File: config.mk
export PLATFORM = sky130hd
export DESIGN_NAME = seg7led_dynamic
export DESIGN_NICKNAME = d
export VERILOG_FILES = /design/src/rtl/seg7led_dynamic.sv
export SDC_FILE = /design/constraint.sdc
export NUM_CORES = 1
export LEC_CHECK = 0
export CAP_MARGIN = 20
export CORE_AREA = 3 3 70 137
export CTS_CLUSTER_SIZE = 28
export DETAILED_ROUTE_END_ITERATION = 6
export DIE_AREA = 0 0 73 140
export GPL_TIMING_DRIVEN = 0
export PLACE_DENSITY = 0.79
export SKIP_LAST_GASP = 1
export SLEW_MARGIN = 20
export SYNTH_ARGS = -nofsm -noshare
export SYNTH_HDL_FRONTEND = slang
export SYNTH_SLANG_ARGS = --single-unit
File: constraint.sdc
create_clock -name clk -period 2.7 [get_ports clk]
set_clock_uncertainty 0.2 [all_clocks]
set_input_delay 0.54 -clock clk [delete_from_list [all_inputs] [get_ports clk]]
set_output_delay 0.54 -clock clk [all_outputs]
set_load 0.03 [all_outputs]
File: src/rtl/seg7led_dynamic.sv
// Multiplexed 7-segment driver: scans DIGITS digits over one shared segment bus, with PWM, blink and dp.
// Latency: outputs registered 1 clk behind the scan counters; ctrl_readdata valid 1 clk after ctrl_read.
// Backpressure: none; the bus is always ready and every write/read strobe completes in one cycle.
module seg7led_dynamic #(
    parameter int DIGITS         = 4,
    parameter bit SEG_ACTIVE_LOW = 1'b1,
    parameter bit DIG_ACTIVE_LOW = 1'b1,
    parameter int PRESCALE       = 1000,
    parameter int BLINK_FRAMES   = 64
) (
    input  logic              clk,
    input  logic              reset_n,
    input  logic [1:0]        ctrl_address,
    input  logic              ctrl_write,
    input  logic [31:0]       ctrl_writedata,
    input  logic              ctrl_read,
    output logic [31:0]       ctrl_readdata,
    output logic [6:0]        seg,
    output logic              seg_dp,
    output logic [DIGITS-1:0] dig
);

    localparam int PW = (PRESCALE > 1) ? $clog2(PRESCALE) : 1;
    localparam int DW = (DIGITS > 1) ? $clog2(DIGITS) : 1;
    localparam int FW = (BLINK_FRAMES > 1) ? $clog2(BLINK_FRAMES) : 1;

    localparam logic [PW-1:0]     PC_LAST = PW'(PRESCALE - 1);
    localparam logic [DW-1:0]     D_LAST  = DW'(DIGITS - 1);
    localparam logic [FW-1:0]     F_LAST  = FW'(BLINK_FRAMES - 1);
    localparam logic [6:0]        SEG_OFF = {7{SEG_ACTIVE_LOW}};
    localparam logic [DIGITS-1:0] DIG_OFF = {DIGITS{DIG_ACTIVE_LOW}};

    // Active-high glyph, bit 6 = a .. bit 0 = g.
    function automatic logic [6:0] hex_glyph(input logic [3:0] v);
        case (v)
            4'h0: hex_glyph = 7'h7E;
            4'h1: hex_glyph = 7'h30;
            4'h2: hex_glyph = 7'h6D;
            4'h3: hex_glyph = 7'h79;
            4'h4: hex_glyph = 7'h33;
            4'h5: hex_glyph = 7'h5B;
            4'h6: hex_glyph = 7'h5F;
            4'h7: hex_glyph = 7'h70;
            4'h8: hex_glyph = 7'h7F;
            4'h9: hex_glyph = 7'h7B;
            4'hA: hex_glyph = 7'h77;
            4'hB: hex_glyph = 7'h1F;
            4'hC: hex_glyph = 7'h4E;
            4'hD: hex_glyph = 7'h3D;
            4'hE: hex_glyph = 7'h4F;
            default: hex_glyph = 7'h47;
        endcase
    endfunction

    // Control registers
    logic [4*DIGITS-1:0] data_q;
    logic [DIGITS-1:0]   on_q;
    logic [DIGITS-1:0]   dp_q;
    logic [3:0]          bright_q;
    logic [DIGITS-1:0]   blink_q;
    logic [31:0]         rdata_q, rdata_d;

    // Scan counters
    logic [PW-1:0] pc_q, pc_d;
    logic [3:0]    tick_q, tick_d;
    logic [DW-1:0] didx_q, didx_d;
    logic [FW-1:0] frame_q, frame_d;
    logic          bp_q, bp_d;
    logic          pc_wrap, tick_wrap, d_wrap, f_wrap;

    // Per-slot snapshot, so bus writes never disturb the digit being shown
    logic [6:0] slot_glyph_q;
    logic       slot_dp_q, slot_on_q, slot_blink_q;
    logic       slot_load;

    // Output stage
    logic              en;
    logic [DIGITS-1:0] onehot;
    logic [6:0]        seg_q, seg_d;
    logic              dp_out_q, dp_out_d;
    logic [DIGITS-1:0] dig_q, dig_d;

    // Writedata bits beyond the implemented fields are deliberately dropped.
    logic unused_wdata;
    assign unused_wdata = ^ctrl_writedata;

    // Register file writes
    always_ff @(posedge clk or negedge reset_n) begin
        if (!reset_n) begin
            data_q   <= '0;
            on_q     <= '1;
            dp_q     <= '0;
            bright_q <= 4'hF;
            blink_q  <= '0;
        end else if (ctrl_write) begin
            case (ctrl_address)
                2'd0: data_q <= ctrl_writedata[4*DIGITS-1:0];
                2'd1: on_q   <= ctrl_writedata[DIGITS-1:0];
                2'd2: dp_q   <= ctrl_writedata[DIGITS-1:0];
                default: begin
                    bright_q <= ctrl_writedata[3:0];
                    blink_q  <= ctrl_writedata[8 +: DIGITS];
                end
            endcase
        end
    end

    // Readback mux; registered values give old data on a same-cycle write
    always_comb begin
        rdata_d = '0;
        case (ctrl_address)
            2'd0: rdata_d[4*DIGITS-1:0] = data_q;
            2'd1: rdata_d[DIGITS-1:0]   = on_q;
            2'd2: rdata_d[DIGITS-1:0]   = dp_q;
            default: begin
                rdata_d[3:0]        = bright_q;
                rdata_d[8 +: DIGITS] = blink_q;
            end
        endcase
    end

    // Read data register, holds until the next read strobe
    always_ff @(posedge clk or negedge reset_n) begin
        if (!reset_n) rdata_q <= '0;
        else if (ctrl_read) rdata_q <= rdata_d;
    end

    // Prescaler / tick / digit / frame / blink-phase next state
    always_comb begin
        pc_wrap   = (pc_q == PC_LAST);
        tick_wrap = pc_wrap && (tick_q == 4'd15);
        d_wrap    = tick_wrap && (didx_q == D_LAST);
        f_wrap    = d_wrap && (frame_q == F_LAST);
        pc_d      = pc_wrap ? '0 : pc_q + 1'b1;
        tick_d    = pc_wrap ? tick_q + 1'b1 : tick_q;
        didx_d    = didx_q;
        if (tick_wrap) didx_d = d_wrap ? '0 : didx_q + 1'b1;
        frame_d   = frame_q;
        if (d_wrap) frame_d = f_wrap ? '0 : frame_q + 1'b1;
        bp_d      = f_wrap ? ~bp_q : bp_q;
    end

    // Scan counter registers
    always_ff @(posedge clk or negedge reset_n) begin
        if (!reset_n) begin
            pc_q    <= '0;
            tick_q  <= '0;
            didx_q  <= '0;
            frame_q <= '0;
            bp_q    <= 1'b0;
        end else begin
            pc_q    <= pc_d;
            tick_q  <= tick_d;
            didx_q  <= didx_d;
            frame_q <= frame_d;
            bp_q    <= bp_d;
        end
    end

    assign slot_load = (pc_q == '0) && (tick_q == 4'd0);

    // Snapshot digit attributes at the start of its slot (tick 0 is blank anyway)
    always_ff @(posedge clk or negedge reset_n) begin
        if (!reset_n) begin
            slot_glyph_q <= '0;
            slot_dp_q    <= 1'b0;
            slot_on_q    <= 1'b0;
            slot_blink_q <= 1'b0;
        end else if (slot_load) begin
            slot_glyph_q <= hex_glyph(data_q[{didx_q, 2'b00} +: 4]);
            slot_dp_q    <= dp_q[didx_q];
            slot_on_q    <= on_q[didx_q];
            slot_blink_q <= blink_q[didx_q];
        end
    end

    // Enable: tick 0 reserved for anti-ghosting, brightness compared live
    always_comb begin
        en       = slot_on_q && !(slot_blink_q && bp_q) && (tick_q != 4'd0) && (tick_q <= bright_q);
        onehot   = DIGITS'(1) << didx_q;
        seg_d    = en ? (slot_glyph_q ^ SEG_OFF) : SEG_OFF;
        dp_out_d = en ? (slot_dp_q ^ SEG_ACTIVE_LOW) : SEG_ACTIVE_LOW;
        dig_d    = en ? (onehot ^ DIG_OFF) : DIG_OFF;
    end

    // Registered pin drivers; reset forces the off levels immediately
    always_ff @(posedge clk or negedge reset_n) begin
        if (!reset_n) begin
            seg_q    <= SEG_OFF;
            dp_out_q <= SEG_ACTIVE_LOW;
            dig_q    <= DIG_OFF;
        end else begin
            seg_q    <= seg_d;
            dp_out_q <= dp_out_d;
            dig_q    <= dig_d;
        end
    end

    assign seg           = seg_q;
    assign seg_dp        = dp_out_q;
    assign dig           = dig_q;
    assign ctrl_readdata = rdata_q;

endmodule

Word-level counts from Yosys, hierarchy flattened --
Memory sizes are Yosys's and may differ from the RTL's. A register that Yosys moved wholly into a read port is not among the register bits. Cells that the tools add are included.
Storage, ports and cells: bits in registers 86, latch bits 0, bits in writable memories 0, memory bits (read-only) 112, bits of input ports 38, output and inout port bits 44, word-level logic and storage cells 73, memories 1
Memory list:
- (name not given) | depth 16, width 7, rd ports 1, clocked after Yosys merged registers in 1, wr ports 0, line 35 | case (v)
Operators by class: add/subtract/negate cells 4, multiply operators 0, divide/modulo/power cells 0, order comparisons 2, eq/ne operators 6, shift-type cells 2, mux-type cells 16, bitwise gates (word level) 5, reductions and logical operators 20
Operators with widths (count):
- $shiftx 16x5->4 | 1
- $mux 4 | 3
- $pmux 4 s3 | 1
- $add 10x1->10 const B | 1
- $eq 10x10->1 const B | 1
- $logic_not 10->1 | 1
- $mux 10 | 1
- $logic_and 1x1->1 | 8
- $pmux 4 s2 | 1
- $reduce_and 2->1 | 4
- $mux 7 | 1
- $not 7->7 | 1
- $add 6x1->6 const B | 1
- $bmux 1 s2 | 3
- $eq 6x6->1 const B | 1
- $mux 6 | 1
- $add 4x1->4 const B | 1
- $eq 2x2->1 const B | 2
- $eq 4x4->1 const B | 1
- $le 4x4->1 | 1
- $logic_not 4->1 | 1
- $mux 1 | 4
- $not 4->4 | 1
- $reduce_bool 4->1 | 1
- other kinds (10) | 13

Depth between registers and ports, before layout --
depth in word-level cells 6, gate-level depth with buffers 8, depth with buffers taken out 7

Worst setup path before layout --
OpenSTA, ideal clock, no wires.
kind register -> register, from register didx_q[0], to register slot_glyph_q[3], setup time 77 ps, arrival time 1972 ps, required time 2423 ps, setup slack 452 ps, stages on the path, launching flop included 8, path buffers 1, period minus slack after synthesis 2248 ps, path through dfrtp_1 buf_2 mux4_2 inv_1 ha_1 inv_1 mux4_2 o21ai_1
On the way: cells in the longest elaborated chain, start to end 1
RTL lines:
- from (decl) | line 66 | logic [DW-1:0] didx_q, didx_d;
- from (signal assigned) | line 154 | didx_q <= didx_d;
- $shiftx 16x5->4 | line 170 | slot_glyph_q <= hex_glyph(data_q[{didx_q, 2'b00} +: 4]);
- to (decl) | line 72 | logic [6:0] slot_glyph_q;
Every way passes these cells. A chain may end at the register's enable or synchronous reset.

Worst setup path after layout --
from register didx_q[0], to register slot_glyph_q[5]
Same word-level chain as after synthesis.

==> key figures <==
Floorplanning
  – Initial core utilization: 0.520
  – Site row count: 48
  – Core area: 8710 µm²
  – I/O pins: 82
  – Die Y: 140 µm
  – Die area: 10,200 µm²
  – Die W: 73 µm

Layout
  – Ant diodes: 0
  – Fill cells: 688
  – Layout overhead on the synthesized area: 21.7%
  – Fin util: 0.632
  – Final #Nets: 507
  – Layout cells sized above 1: 0.267
  – Post-Layout Inst Area: 5500 µm²

Routing
  – Metal2 WL: 5.37 mm
  – Post-route DRC violation count: 0
  – Iter 0 DRT Violations: 134
  – Final WL: 9.24 mm
  – Routed via count: 3,050
  – Wirelength per Cell: 16.7 µm
  – Post-Route M1 WL: 3.31 mm
  – Post-DRT Antenna Nets: 0
  – Routed wl met3: 312 µm
  – Drt pass-1 iters: 4
  – Vias per inst: 5.51
  – Top layer in use: met4

Worst setup path
  – Buf/Inv on CP: 3
  – Crit path cell chain: buf_2, mux4_2, inv_1, ha_1, inv_1, mux2i_1, a221oi_1, a21o_1
  – Critical path's top delay family: multiplexers
  – Crit. Startpoint: didx_q[0]
  – Setup crit end: slot_glyph_q[5]
  – CP max stage cell: mux4_2
  – Most frequent CP cell: inv_1
  – CP required: 2.79 ns
  – Flop2flop setup slack: 0.16 ns
  – CP peak stage delay: 0.59 ns
  – R2R cell count: 8
  – Worst Path Max Fanout: 10
  – Worst Path Arrival: 2.63 ns
  – Worst reg2reg path startpoint: didx_q[0]
  – Setup crit start kind: flip-flop
  – Reg-to-Reg End: slot_glyph_q[5]
  – Critical path depth: 8
  – Critical Path End Type: flip-flop
  – Worst setup path class: flip-flop to flip-flop

GRT
  – GRT Residual Overflow: 0
  – Largest net degree at the start of global routing: 61
  – First-pass GRT wire length: 15.4 mm
  – Antenna violations before repair: 0
  – Number of global-route vias before repair: 3,229
  – GRT Total Usage: 0.196

Logic synthesis
  – Sequential-to-total area share from yosys stat: 0.520
  – Synthesized flop and latch total: 93
  – Synth unique cells: 42
  – Syn avg cell area: 12.1 µm²
  – Share of synthesized registers carrying an async set or reset: 1.00
  – Top_reg_cell synth: dfrtp_1
  – Mapped cell area: 4520 µm²
  – Largest area contributor in the netlist: dfrtp_1
  – Yosys warning total: 0
  – Synth area leaders: dfrtp_1, dfstp_2, mux2_2, mux4_2, ha_1
  – Post-synth EDFFs: 0
  – Post-synth top area share: 0.404
  – Post-synthesis cell count: 375

STA
  – RSZ-0062 raised after global routing: no
  – Final slew viol count: 0
  – Hold slack: 0.212 ns
  – Tmin final: 2.54 ns
  – Tcrit/Tclk final: 0.941
  – Setup violations, final: 0
  – Worst slew margin: 0.645
  – Final Hold Fails: 0
  – F_max: 394 MHz
  – Setup TNS: 0 ns
  – Worst Tran Pin Value: 0.532 ns

Clock network
  – Reg clk slew, reported paths: 0.07 ns
  – Max clock buf depth: 2
  – H-tree levels: 3
  – CTS tree: done
  – Skew-Pair Late Insertion Delay: 0.35 ns
  – Cts bufs inserted: 9
  – CTS root buf: clkbuf_16
  – Post-CTS Setup Inserts: 0
  – CTS sink cnt: 93

Status
  – Status: complete, no violations

Power and ir drop
  – Lkg Pwr: 2.41 nW
  – Pwr/cell area: 645 nW/µm²
  – Max rail drop VDD: 0.586 mV

Worst hold path
  – Worst min path class: flip-flop to flip-flop

Placement
  – # port buffers: 46
  – DPL Wire Length: 6.91 mm
  – Routability congestion estimate: 0.840
  – Post-DP Area: 5190 µm²

Job
  – Max Cap Violations: 0
-- cells in the mapped netlist (3+ instances only) --
library cell	number
dfrtp_1	73
mux2_2	43
nand3_1	25
inv_1	24
nand2_1	21
dfstp_2	20
ha_1	20
nor2_1	17
buf_4	16
o21ai_0	14
mux4_2	12
xnor2_1	10
nand4_1	9
a21oi_1	7
buf_2	7
clkbuf_1	7
o21ai_1	6
a22oi_1	4
nor2b_1	4
a21o_1	3
and3_1	3
o31ai_1	3
-- flip-flops by register name, indices dropped and copies added, names as in the netlist --
signal,cells
ctrl_readdata,16
data_q,16
pc_q,10
seg,7
slot_glyph_q,7
frame_q,6
blink_q,4
bright_q,4
dig,4
dp_q,4
on_q,4
tick_q,4
didx_q,2
bp_q,1
seg_dp,1
slot_blink_q,1
slot_dp_q,1
slot_on_q,1
-- how the worst min path moves through the flow --
stage / slack (ns) / depth (start not counted) / to / startpoint
floorplan: 0.04 / 0 / blink_q[0] / reset_n
global placement: 0.20 / 1 / seg[4] / slot_glyph_q[4]
detailed placement: 0.21 / 1 / seg[1] / slot_glyph_q[1]
CTS: 0.22 / 1 / seg[1] / slot_glyph_q[1]
global route: 0.23 / 1 / seg[4] / slot_glyph_q[4]
finish: 0.21 / 1 / seg[1] / slot_glyph_q[1]
-- cell families (layout without fill, tap and decap cells) --
| family | count (synthesis) | count (layout) | share of synthesized area |
|---|---|---|---|
| flops | 93 | 93 | 0.520 |
| simple gates | 91 | 91 | 0.105 |
| mux | 59 | 59 | 0.176 |
| buf+inv | 56 | 120 | 0.0636 |
| compound gates | 43 | 43 | 0.0564 |
| fa+ha+maj | 20 | 20 | 0.0553 |
| xor+xnor | 12 | 12 | 0.0232 |
| other cells | 1 | 16 | 0.000829 |
-- cell usage in the layout, fill, tap and decap left out, types with 4 or more instances in the layout --
| cell | instances |
|---|---|
| dfrtp_1 | 73 |
| clkdlybuf4s50_1 | 45 |
| mux2_2 | 43 |
| nand3_1 | 25 |
| inv_1 | 24 |
| nand2_1 | 21 |
| ha_1 | 20 |
| dfstp_2 | 20 |
| nor2_1 | 17 |
| buf_4 | 17 |
| conb_1 | 16 |
| o21ai_0 | 14 |
| mux4_2 | 12 |
| xnor2_1 | 10 |
| nand4_1 | 9 |
| clkbuf_16 | 9 |
| buf_2 | 7 |
| a21oi_1 | 7 |
| clkbuf_1 | 6 |
| o21ai_1 | 6 |
| nor2b_1 | 4 |
| a22oi_1 | 4 |
-- area by class of cell --
cell class,count,area [µm²],area share
tap,100,125,0.0227
sequential,93,2350,0.427
timing repair buffer,48,495,0.0900
clock buffer,10,239,0.0434
clock inverter,6,62.6,0.0114
buffer,32,199,0.0361
inverter,24,90.1,0.0164
multi-input combinational,241,1940,0.353
-- report_power, final --
part           switching, mW  internal, mW  leakage, nW
Sequential             0.104          1.54         1.12
Combinational          0.324         0.315         1.16
Clock                  0.524         0.738        0.140
-- metrics by stage --
stage / instances / setup WS [ns] / power, mW
final: 554 / 0.160 / 3.55
after global routing: 554 / 0.0544 / 3.70
after CTS: 554 / 0.131 / 3.57
after detailed placement: 537 / 0.145 / 2.31
after global placement: 536 / -2.30 / 2.28
after floorplan: 390 / 0.452 / 2.07
-- timing repair --
action	CTS	global route
resized for setup	0	2
hold buffers	1	0
hold endpoints to repair	21	0
endpoints found under the setup margin	0	2
-- per-layer routing --
metal  GRT usage  up-vias
met1       0.204     1531
li1            -     1423
met3      0.0402       21
met2       0.359       75
met5           0        -
met4      0.0895        0
(Power assumes the default switching activity.)
